$ cat src/rtl/fetch_pkg.sv
// Shared types and constants for the instruction-fetch stage.
// The optional FETCH_MISALIGN_EN build adds the FAULT behaviour; its state is always declared here.
package fetch_pkg;

    typedef enum logic [2:0] {
        IDLE,
        REQ,
        HOLD,
        DRAIN,
        FAULT
    } fetch_state_e;

    localparam logic [1:0] RK_BRANCH = 2'b00;
    localparam logic [1:0] RK_JUMP   = 2'b01;
    localparam logic [1:0] RK_REG    = 2'b10;

    localparam logic [31:0] DEFAULT_RESET_PC = 32'h0000_0000;

endpackage

$ cat src/rtl/fetch_target_calc.sv
// Combinational redirect-target computation (branch / jump / register).
// With FETCH_MISALIGN_EN undefined, register targets are forced word-aligned.
module fetch_target_calc
    import fetch_pkg::*;
(
    input  logic [1:0]  kind_i,
    input  logic [31:0] base_i,
    input  logic [25:0] imm_i,
    output logic [31:0] target_o
);

    always_comb begin
        target_o = base_i;
        case (kind_i)
            RK_BRANCH: target_o = base_i + {{14{imm_i[15]}}, imm_i[15:0], 2'b00};
            RK_JUMP:   target_o = {base_i[31:28], imm_i, 2'b00};
            // Reserved kind 2'b11 behaves as a register redirect.
            default: begin
`ifdef FETCH_MISALIGN_EN
                target_o = base_i;
`else
                target_o = {base_i[31:2], 2'b00};
`endif
            end
        endcase
    end

endmodule

$ cat src/rtl/fetch_unit.sv
// Instruction-fetch stage: PC, imem req/ack handshake, one-entry decode buffer, redirects.
// Define FETCH_MISALIGN_EN to add the fetch_fault output and misaligned-register FAULT state.
module fetch_unit
    import fetch_pkg::*;
#(
    parameter logic [31:0] RESET_PC = DEFAULT_RESET_PC
) (
    input  logic        clk,
    input  logic        rst_n,
    output logic        imem_req,
    output logic [31:0] imem_addr,
    input  logic        imem_ack,
    input  logic [31:0] imem_rdata,
    output logic        instr_valid,
    input  logic        instr_ready,
    output logic [31:0] instr,
    output logic [31:0] instr_pc,
    output logic [31:0] pc_plus4,
    input  logic        redirect_valid,
    input  logic [1:0]  redirect_kind,
    input  logic [31:0] redirect_base,
    input  logic [25:0] redirect_imm
`ifdef FETCH_MISALIGN_EN
    ,
    output logic        fetch_fault
`endif
);

    fetch_state_e state_q;
    logic [31:0]  pc_q;
    logic         req_q;
    logic [31:0]  addr_q;
    logic         valid_q;
    logic [31:0]  instr_q;
    logic [31:0]  instr_pc_q;
    logic [31:0]  pc_plus4_q;
    logic [31:0]  target;
    logic         outstanding;

    fetch_target_calc u_target (
        .kind_i   (redirect_kind),
        .base_i   (redirect_base),
        .imm_i    (redirect_imm),
        .target_o (target)
    );

    // A request is still in flight unless memory completes it this very cycle.
    assign outstanding = ((state_q == REQ) || (state_q == DRAIN)) && !imem_ack;

`ifdef FETCH_MISALIGN_EN
    logic fault_q;
    logic pend_fault_q;
    logic misalign;

    assign misalign    = (target[1:0] != 2'b00);
    assign fetch_fault = fault_q;
`endif

    always_ff @(posedge clk) begin
        if (!rst_n) begin
            state_q    <= IDLE;
            pc_q       <= RESET_PC;
            req_q      <= 1'b0;
            addr_q     <= RESET_PC;
            valid_q    <= 1'b0;
            instr_q    <= '0;
            instr_pc_q <= '0;
            pc_plus4_q <= '0;
`ifdef FETCH_MISALIGN_EN
            fault_q      <= 1'b0;
            pend_fault_q <= 1'b0;
`endif
        end else if (redirect_valid) begin
            pc_q    <= target;
            valid_q <= 1'b0;
`ifdef FETCH_MISALIGN_EN
            pend_fault_q <= misalign && outstanding;
            fault_q      <= misalign && !outstanding;
            if (misalign && !outstanding) begin
                state_q <= FAULT;
                req_q   <= 1'b0;
            end else
`endif
            if (outstanding) begin
                state_q <= DRAIN;
            end else begin
                state_q <= REQ;
                req_q   <= 1'b1;
                addr_q  <= target;
            end
        end else begin
            case (state_q)
                IDLE: begin
                    state_q <= REQ;
                    req_q   <= 1'b1;
                    addr_q  <= pc_q;
                end
                REQ: begin
                    if (imem_ack) begin
                        instr_q    <= imem_rdata;
                        instr_pc_q <= pc_q;
                        pc_plus4_q <= pc_q + 32'd4;
                        pc_q       <= pc_q + 32'd4;
                        valid_q    <= 1'b1;
                        req_q      <= 1'b0;
                        state_q    <= HOLD;
                    end
                end
                HOLD: begin
                    if (instr_ready) begin
                        valid_q <= 1'b0;
                        state_q <= REQ;
                        req_q   <= 1'b1;
                        addr_q  <= pc_q;
                    end
                end
                DRAIN: begin
                    if (imem_ack) begin
`ifdef FETCH_MISALIGN_EN
                        if (pend_fault_q) begin
                            state_q      <= FAULT;
                            req_q        <= 1'b0;
                            fault_q      <= 1'b1;
                            pend_fault_q <= 1'b0;
                        end else
`endif
                        begin
                            state_q <= REQ;
                            addr_q  <= pc_q;
                        end
                    end
                end
                FAULT: begin
                    req_q   <= 1'b0;
                    valid_q <= 1'b0;
                end
                default: begin
                    state_q <= IDLE;
                    req_q   <= 1'b0;
                end
            endcase
        end
    end

    assign imem_req    = req_q;
    assign imem_addr   = addr_q;
    assign instr_valid = valid_q;
    assign instr       = instr_q;
    assign instr_pc    = instr_pc_q;
    assign pc_plus4    = pc_plus4_q;

endmodule
$ cat config.mk
export PLATFORM = sky130hd
export DESIGN_NAME = fetch_unit
export DESIGN_NICKNAME = d
export VERILOG_FILES = /design/src/rtl/fetch_pkg.sv /design/src/rtl/fetch_target_calc.sv /design/src/rtl/fetch_unit.sv
export SDC_FILE = /design/constraint.sdc
export NUM_CORES = 1
export LEC_CHECK = 0
export CAP_MARGIN = 10
export CORE_MARGIN = 2
export CORE_UTILIZATION = 40
export CTS_BUF_LIST = sky130_fd_sc_hd__clkbuf_8
export CTS_CLUSTER_SIZE = 20
export DETAILED_ROUTE_END_ITERATION = 8
export PLACE_DENSITY = 0.78
export SLEW_MARGIN = 15
export SYNTH_ARGS = -nofsm -noshare
export SYNTH_HDL_FRONTEND = slang
export SYNTH_SLANG_ARGS = --single-unit
$ cat constraint.sdc
create_clock -name clk -period 4.8 [get_ports clk]
set_input_delay 0.72 -clock clk [delete_from_list [all_inputs] [get_ports clk]]
set_output_delay 0.72 -clock clk [all_outputs]
set_load 0.1 [all_outputs]
==> insert_results.sql, run 1 <==
INSERT INTO impl_metrics (metric_group, metric, value, unit) VALUES
('die', 'io_pins', '227', ''),
('drt', 'via_to_cell_ratio', '5.48', ''),
('setup_path', 'crit_type', 'input port to flop', ''),
('setup_path', 'critPathRequiredTime', '5.11', 'ns'),
('final_layout', 'design_area', '0.0118', 'mm2'),
('clock_network', 'worst_skew_pair.late_latency', '0.46', 'ns'),
('final_layout', 'layout-area-overhead-vs-synth', '31.2', '%'),
('clock_network', 'tritoncts_buffer_count', '17', ''),
('grt', 'grt_max_degree', '88', ''),
('die', 'floorplan.die.height', '154', 'um'),
('final_layout', 'sequential_cell_area_in_the_final_layout', '0.00324', 'mm2'),
('yosys', 'instance_count_of_the_mapped_netlist', '1163', ''),
('clock_network', 'post_cts_resize_count', '0', ''),
('sta', 'finalSetupViolations', '0', ''),
('min_path', 'hp-class', 'flop to flop', ''),
('sta', 'ratio_of_final_minimum_period_to_clock_period', '0.739', ''),
('power_and_ir_drop', 'internal_power', '2.27', 'mW'),
('clock_network', 'postCtsSetupBuffers', '0', ''),
('grt', 'grt_use_total', '0.230', ''),
('power_and_ir_drop', 'clockPowerShare', '0.287', ''),
('sta', 'hold_violations', '0', ''),
('power_and_ir_drop', 'vdd_drop_max', '177', 'uV'),
('yosys', 'ys_seq_area_frac', '0.362', ''),
('die', 'rows', '54', ''),
('clock_network', 'cts_tree', 'built', ''),
('final_layout', 'drive_above_1_share', '0.0541', ''),
('yosys', 'number_of_enable_type_register_cells_in_the_synthesized_netlist', '0', ''),
('yosys', 'yosys_register_bits', '162', ''),
('power_and_ir_drop', 'p_leak', '4.37', 'nW'),
('yosys', 'netlist_area', '0.00895', 'mm2'),
('placed_design', 'place.detailed.hpwl', '20.8', 'mm'),
('drt', 'route.detailed.wl_per_inst', '17.4', 'um'),
('power_and_ir_drop', 'fin_total_pwr', '3.68', 'mW'),
('final_layout', 'nFillCells', '2085', ''),
('yosys', 'post_synthesis_compound_gate_area_fraction', '0.246', ''),
('yosys', 'synthXorXnorAreaFrac', '0.0665', ''),
('setup_path', 'timing.rr.end', 'pc_q[27]$_SDFFE_PN0P_', ''),
('grt', 'global_route_wire_length_before_repair', '44.0', 'mm'),
('clock_network', 'cts-root-to-sink-buffers', '2', ''),
('final_layout', 'final_cell_mix', 'sky130_fd_sc_hd__nand2_1, sky130_fd_sc_hd__clkdlybuf4s50_1, sky130_fd_sc_hd__dfxtp_1', ''),
('sta', 'worstMarginPinSlew', '1.08', 'ns'),
('placed_design', 'number_of_cells_after_detailed_placement', '1597', ''),
('grt', 'grt_pass1_vias', '8048', ''),
('setup_path', 'critical_path.endpoint_type', 'flop', ''),
('drt', 'antenna_violating_nets_post_route', '0', ''),
('final_layout', 'multi_input_area', '0.00526', 'mm2'),
('die', 'die-area', '0.0236', 'mm2'),
('setup_path', 'critical_path.max_fanout', '17', ''),
('power_and_ir_drop', 'pwr_density_cell', '313', 'mW/mm2'),
('run_status', 'status', 'completed', ''),
('sta', 'report.final.slew_viol_count', '0', ''),
('yosys', 'async_reset_ff_frac', '0', ''),
('min_path', 'hold-path-endpoint', 'instr_pc[20]$_SDFFE_PN0P_', ''),
('power_and_ir_drop', 'power.switching_fraction', '0.383', ''),
('clock_network', 'postCtsHoldBufs', '0', ''),
('drt', 'drt_first_iter_violations', '716', ''),
('yosys', 'synth.area.mux_share', '0.00908', ''),
('drt', 'drtPass1Iterations', '5', ''),
('drt', 'route.detailed.drc', '0', ''),
('sta', 'setup_ws', '1.25', 'ns'),
('run', 'drv_cap', '0', ''),
('grt', 'globalRoute.totalOverflow', '0', ''),
('clock_network', 'cts_max_level', '4', ''),
('yosys', 'yosys.area_share.simple', '0.219', ''),
('yosys', 'synthFlopType', 'sky130_fd_sc_hd__dfxtp_1', ''),
('yosys', 'yosysUniqueCellTypes', '72', ''),
('die', 'floorplan.die.width', '154', 'um'),
('min_path', 'worstHoldPathCells', '2', ''),
('setup_path', 'reg2reg_from', 'pc_q[9]$_SDFFE_PN0P_', ''),
('placed_design', 'globalplace.congestion', '0.956', ''),
('sta', 'setup_repair_after_global_routing_missed_its_margin', 'no', '');
-- cell type report --
cell class / count / share of cell area
tap: 280 / 0.0298
clock inverter: 14 / 0.0143
timing repair buffer: 241 / 0.204
sequential: 162 / 0.276
clock buffer: 18 / 0.0211
inverter: 24 / 0.00788
multi-input combinational: 890 / 0.447
-- layer usage --
metal,share of wire,vias up,GRT usage
li1,-,4446,-
met1,0.47,4116,0.333
met2,0.44,345,0.353
met3,0.075,26,0.0465
met4,0.014,0,0.0533
met5,0,-,0
-- worst max-delay path by stage --
stage | slack [ns] | start | end
after floorplan | 1.84 | redirect_base[2] | imem_addr[28]$_SDFFE_PN0P_
after global placement | 0.84 | redirect_imm[15] | pc_q[31]$_SDFFE_PN0P_
after detailed placement | 0.82 | redirect_imm[15] | pc_q[31]$_SDFFE_PN0P_
after CTS | 1.31 | redirect_imm[15] | pc_q[31]$_SDFFE_PN0P_
after global routing | 0.99 | redirect_imm[15] | pc_q[31]$_SDFFE_PN0P_
final | 1.25 | redirect_imm[15] | pc_q[31]$_SDFFE_PN0P_
-- synth_stat cells (all sizes together) (3+ instances only) --
| cell type | count | share of area |
|---|---|---|
| nand3 | 27 | 0.016 |
| nor4 | 4 | 0.0078 |
| nand2b | 6 | 0.0042 |
| xor2 | 35 | 0.034 |
| o211ai | 25 | 0.021 |
| o21ai | 56 | 0.031 |
| or3 | 7 | 0.0054 |
| o21a | 11 | 0.0092 |
| clkbuf | 69 | 0.031 |
| nor3 | 17 | 0.011 |
| o211a | 10 | 0.011 |
| xnor2 | 33 | 0.032 |
| o2111ai | 3 | 0.0029 |
| or2 | 3 | 0.0024 |
| a21oi | 132 | 0.074 |
| and2 | 5 | 0.0035 |
| a31oi | 7 | 0.0049 |
| o22ai | 3 | 0.0021 |
| o21bai | 3 | 0.0025 |
| nor2b | 4 | 0.0028 |
| dfxtp | 162 | 0.36 |
| a211oi | 38 | 0.032 |
| o221ai | 4 | 0.0039 |
| nor2 | 93 | 0.039 |
| nand2 | 238 | 0.10 |
| a21o | 14 | 0.012 |
| and3 | 14 | 0.0099 |
| ha | 30 | 0.042 |
| o311ai | 3 | 0.0029 |
| inv | 22 | 0.0092 |
| buf | 17 | 0.010 |
| mux2i | 7 | 0.0078 |
| a31o | 4 | 0.0039 |
| nand4 | 14 | 0.011 |
| a311oi | 6 | 0.0059 |
-- critical path: stages --
cell and delay [ns]:
sky130_fd_sc_hd__clkdlybuf4s50_1 0.79, sky130_fd_sc_hd__ha_1 0.55, sky130_fd_sc_hd__a21oi_1 0.19, sky130_fd_sc_hd__o21ai_0 0.16, sky130_fd_sc_hd__or2_2 0.32, sky130_fd_sc_hd__a41oi_1 0.25, sky130_fd_sc_hd__a21oi_1 0.13, sky130_fd_sc_hd__a31o_2 0.30
sky130_fd_sc_hd__a31o_2 0.20, sky130_fd_sc_hd__a21oi_1 0.16, sky130_fd_sc_hd__a211oi_1 0.07
-- logic make-up after synthesis --
logic type      after synthesis
simple gates                438
compound gates              345
flops                       162
buf+inv                     111
xor+xnor                     68
fa+ha+maj                    31
mux                           8
-- state kept, by name (all words and copies together), names as in the netlist --
name / flops
imem_addr: 32
instr: 32
instr_pc: 32
pc_q: 32
pc_plus4: 30
state_q: 2
imem_req: 1
instr_valid: 1
-- power groups by stage --
stage                     Combinational, mW  Clock [mW]  Sequential [mW]
after floorplan                       0.436           0             1.88
after global placement                 1.11           0             1.53
after detailed placement               1.11           0             1.53
after CTS                              1.12        1.08             1.50
after global routing                   1.19        1.14             1.51
final                                  1.12        1.05             1.50
Note: power is estimated with default switching activity, not from simulation.
==> run 2: changes to the inputs <==
- clock period: 4.8 -> 3.5 ns (I/O delays scaled with it)
==> run 2 against run 1 <==
  * Final area up 2.1%
  * Non-clock buffer count increased by 28
  * Die area unchanged
  * Sequential share of layout area decreased by 0.56 points
  * Combinational power rose by 41%
  * Final cell count grew 1.7%
  * Sequential power up 37%
  * Power increased by 39%
  * Via count rose by 1.2%
  * Wire length grew 0.75%
  * Flip-flop and latch count unchanged
  * Highest routed layer unchanged
==> insert_results.sql, run 2 (same netlist as run 1, synthesis figures left out) <==
INSERT INTO impl_metrics (metric_group, metric, value, unit) VALUES
('die', 'core_region_area', '0.0219', 'mm2'),
('sta', 'fin_tns_setup', '0', 'ns'),
('min_path', 'hp-class', 'flop to flop', ''),
('clock_network', 'tritoncts_buffer_count', '17', ''),
('setup_path', 'reg2reg_setup_slack', '0.73', 'ns'),
('final_layout', 'layout-area-overhead-vs-synth', '34.0', '%'),
('final_layout', 'design_area', '0.0120', 'mm2'),
('clock_network', 'post_cts_resize_count', '0', ''),
('sta', 'period_needed', '3.23', 'ns'),
('die', 'initial_utilization', '0.409', ''),
('drt', 'drt_wl_total', '28.5', 'mm'),
('drt', 'via_to_cell_ratio', '5.46', ''),
('setup_path', 'worstPathBufferInverterCount', '2', ''),
('placed_design', 'place.detailed.hpwl', '21.4', 'mm'),
('power_and_ir_drop', 'vdd_drop_max', '227', 'uV'),
('sta', 'timing.slew.headroom', '0.270', ''),
('setup_path', 'crit_path_top_delay_cell', 'sky130_fd_sc_hd__clkdlybuf4s50_1', ''),
('setup_path', 'cp.arrival', '3.57', 'ns'),
('clock_network', 'cts_root_buffer', 'sky130_fd_sc_hd__clkbuf_8', ''),
('clock_network', 'cts_tree', 'built', ''),
('die', 'io_pins', '227', ''),
('final_layout', 'final_cell_mix', 'sky130_fd_sc_hd__nand2_1, sky130_fd_sc_hd__clkdlybuf4s50_1, sky130_fd_sc_hd__dfxtp_1', ''),
('die', 'rows', '54', ''),
('sta', 'holdWs', '0.454', 'ns'),
('sta', 'clock.fmax', '0.310', 'GHz'),
('setup_path', 'critical_path.endpoint_type', 'flop', ''),
('die', 'die-area', '0.0236', 'mm2'),
('final_layout', 'layout.cells.non_filler', '1657', ''),
('grt', 'globalRoute.totalOverflow', '0', ''),
('grt', 'grt_max_degree', '121', ''),
('die', 'floorplan.die.width', '154', 'um'),
('drt', 'drtPass1Iterations', '5', ''),
('clock_network', 'clk_transition_reported_paths', '0.09', 'ns'),
('placed_design', 'portBuffers', '226', ''),
('sta', 'clock_skew', '0.0116', 'ns'),
('grt', 'global_route_wire_length_before_repair', '44.3', 'mm'),
('power_and_ir_drop', 'net-switching-power', '1.89', 'mW'),
('final_layout', 'layout.cells.most_common', 'sky130_fd_sc_hd__nand2_1', ''),
('sta', 'setup_repair_after_global_routing_missed_its_margin', 'no', ''),
('die', 'floorplan.die.height', '154', 'um'),
('final_layout', 'ant_cells', '0', ''),
('clock_network', 'postCtsSetupBuffers', '0', ''),
('clock_network', 'postCtsHoldBufs', '0', ''),
('power_and_ir_drop', 'pwr_density_cell', '425', 'mW/mm2'),
('drt', 'antenna_violating_nets_post_route', '0', ''),
('drt', 'route.detailed.wl_per_inst', '17.2', 'um'),
('power_and_ir_drop', 'p_comb_frac', '0.310', ''),
('power_and_ir_drop', 'clockPowerShare', '0.287', ''),
('power_and_ir_drop', 'internal_power', '3.20', 'mW'),
('sta', 'report.final.slew_viol_count', '0', ''),
('sta', 'worstMarginPinSlew', '1.09', 'ns'),
('sta', 'finalSetupViolations', '0', ''),
('grt', 'grt_pass1_vias', '8125', ''),
('final_layout', 'drive_above_1_share', '0.0726', ''),
('placed_design', 'placedInstanceArea', '0.0116', 'mm2'),
('clock_network', 'cts-root-to-sink-buffers', '2', ''),
('setup_path', 'critical_path.max_fanout', '3', ''),
('power_and_ir_drop', 'power.switching_fraction', '0.372', ''),
('drt', 'dr_total_vias', '9044', ''),
('grt', 'grt_use_total', '0.232', ''),
('power_and_ir_drop', 'p_leak', '4.52', 'nW'),
('run', 'drv_cap', '0', ''),
('power_and_ir_drop', 'p_seq_frac', '0.403', ''),
('setup_path', 'critPathRequiredTime', '3.85', 'ns'),
('sta', 'hold_violations', '0', ''),
('clock_network', 'cts_max_level', '4', ''),
('setup_path', 'critPathMaxStageDelay', '0.50', 'ns'),
('setup_path', 'crit_type', 'input port to flop', ''),
('power_and_ir_drop', 'fin_total_pwr', '5.10', 'mW'),
('run_status', 'status', 'completed', ''),
('grt', 'number_of_antenna_violations_at_the_first_check_in_global_routing', '0', ''),
('drt', 'route.detailed.drc', '0', ''),
('setup_path', 'critical_path.cell_chain', 'clkdlybuf4s50_1, ha_1, inv_1, fa_1, nor2b_1, o31ai_1, a211o_1, a21oi_1, o21ai_0, a32oi_1, mux2i_1, nand3_1, a32o_1', ''),
('drt', 'drt_first_iter_violations', '664', ''),
('placed_design', 'number_of_cells_after_detailed_placement', '1625', ''),
('clock_network', 'worst_skew_pair.late_latency', '0.45', 'ns'),
('setup_path', 'crit_path_start_kind', 'input port', ''),
('sta', 'ratio_of_final_minimum_period_to_clock_period', '0.922', ''),
('setup_path', 'critical-path-top-delay-family', 'compound AO/OA/AOI/OAI gates', ''),
('final_layout', 'final_net_count', '1492', ''),
('placed_design', 'globalplace.congestion', '0.928', ''),
('clock_network', 'cts_num_sinks', '162', '');
==> run 2: cell count changes in the layout (fill, tap and decap cells not counted), sizes merged <==
cell / previous run / this run
buf: 16 / 44
bufinv: 2 / 3
clkinv: 4 / 3
clkinvlp: 1 / 2
inv: 31 / 30
==> run 2: worst min-delay path, stage by stage, from the launching register on <==
cell and delay (ns):
sky130_fd_sc_hd__dfxtp_1 0.32, sky130_fd_sc_hd__nand2_1 0.05, sky130_fd_sc_hd__a21oi_1 0.05
==> run 2: metrics by stage <==
stage | utilization | setup slack [ns]
after floorplan | - | 0.740
after global placement | 0.529 | -0.159
after detailed placement | 0.529 | -0.187
after CTS | 0.548 | 0.285
after global routing | 0.548 | 0.0313
final | 0.548 | 0.272
==> run 2: routing by layer <==
metal	routed length [um]	track usage	up-vias
met2	12300	0.342	354
met3	2030	0.0454	31
met1	13700	0.342	4163
met4	533	0.0647	0
li1	-	-	4496
met5	0	0	-
==> run 2: power groups by stage <==
| stage | registers (mW) | logic (mW) | clock network, mW |
|---|---|---|---|
| finish | 2.05 | 1.58 | 1.46 |
| global placement | 2.09 | 1.57 | 0 |
| CTS | 2.05 | 1.58 | 1.50 |
| detailed placement | 2.09 | 1.57 | 0 |
| global route | 2.07 | 1.68 | 1.57 |
| floorplan | 2.57 | 0.598 | 0 |
==> run 2: worst paths after layout <==
check / start / endpoint / depth (start not counted)
worst max-delay path: redirect_imm[0] / imem_addr[28]$_SDFFE_PN0P_ / 13
worst min-delay path: imem_addr[10]$_SDFFE_PN0P_ / imem_addr[10]$_SDFFE_PN0P_ / 2
worst max register to register: pc_q[2]$_SDFFE_PN0P_ / pc_plus4[30]$_SDFFE_PN0P_ / 8
worst min register to register: imem_addr[10]$_SDFFE_PN0P_ / imem_addr[10]$_SDFFE_PN0P_ / 2
==> run 2: cell type report <==
cell class / instances / area (um2)
tap: 280 / 350
fill: 2066 / 9890
clock inverter: 14 / 176
sequential: 162 / 3240
inverter: 24 / 92.6
timing repair buffer: 269 / 2630
multi-input combinational: 890 / 5260
clock buffer: 18 / 248
==> run 3: changes to the inputs <==
- CAP_MARGIN: 10 -> default
==> results of run 3 <==
Final layout, timing and power as in run 2 (identical DEF).
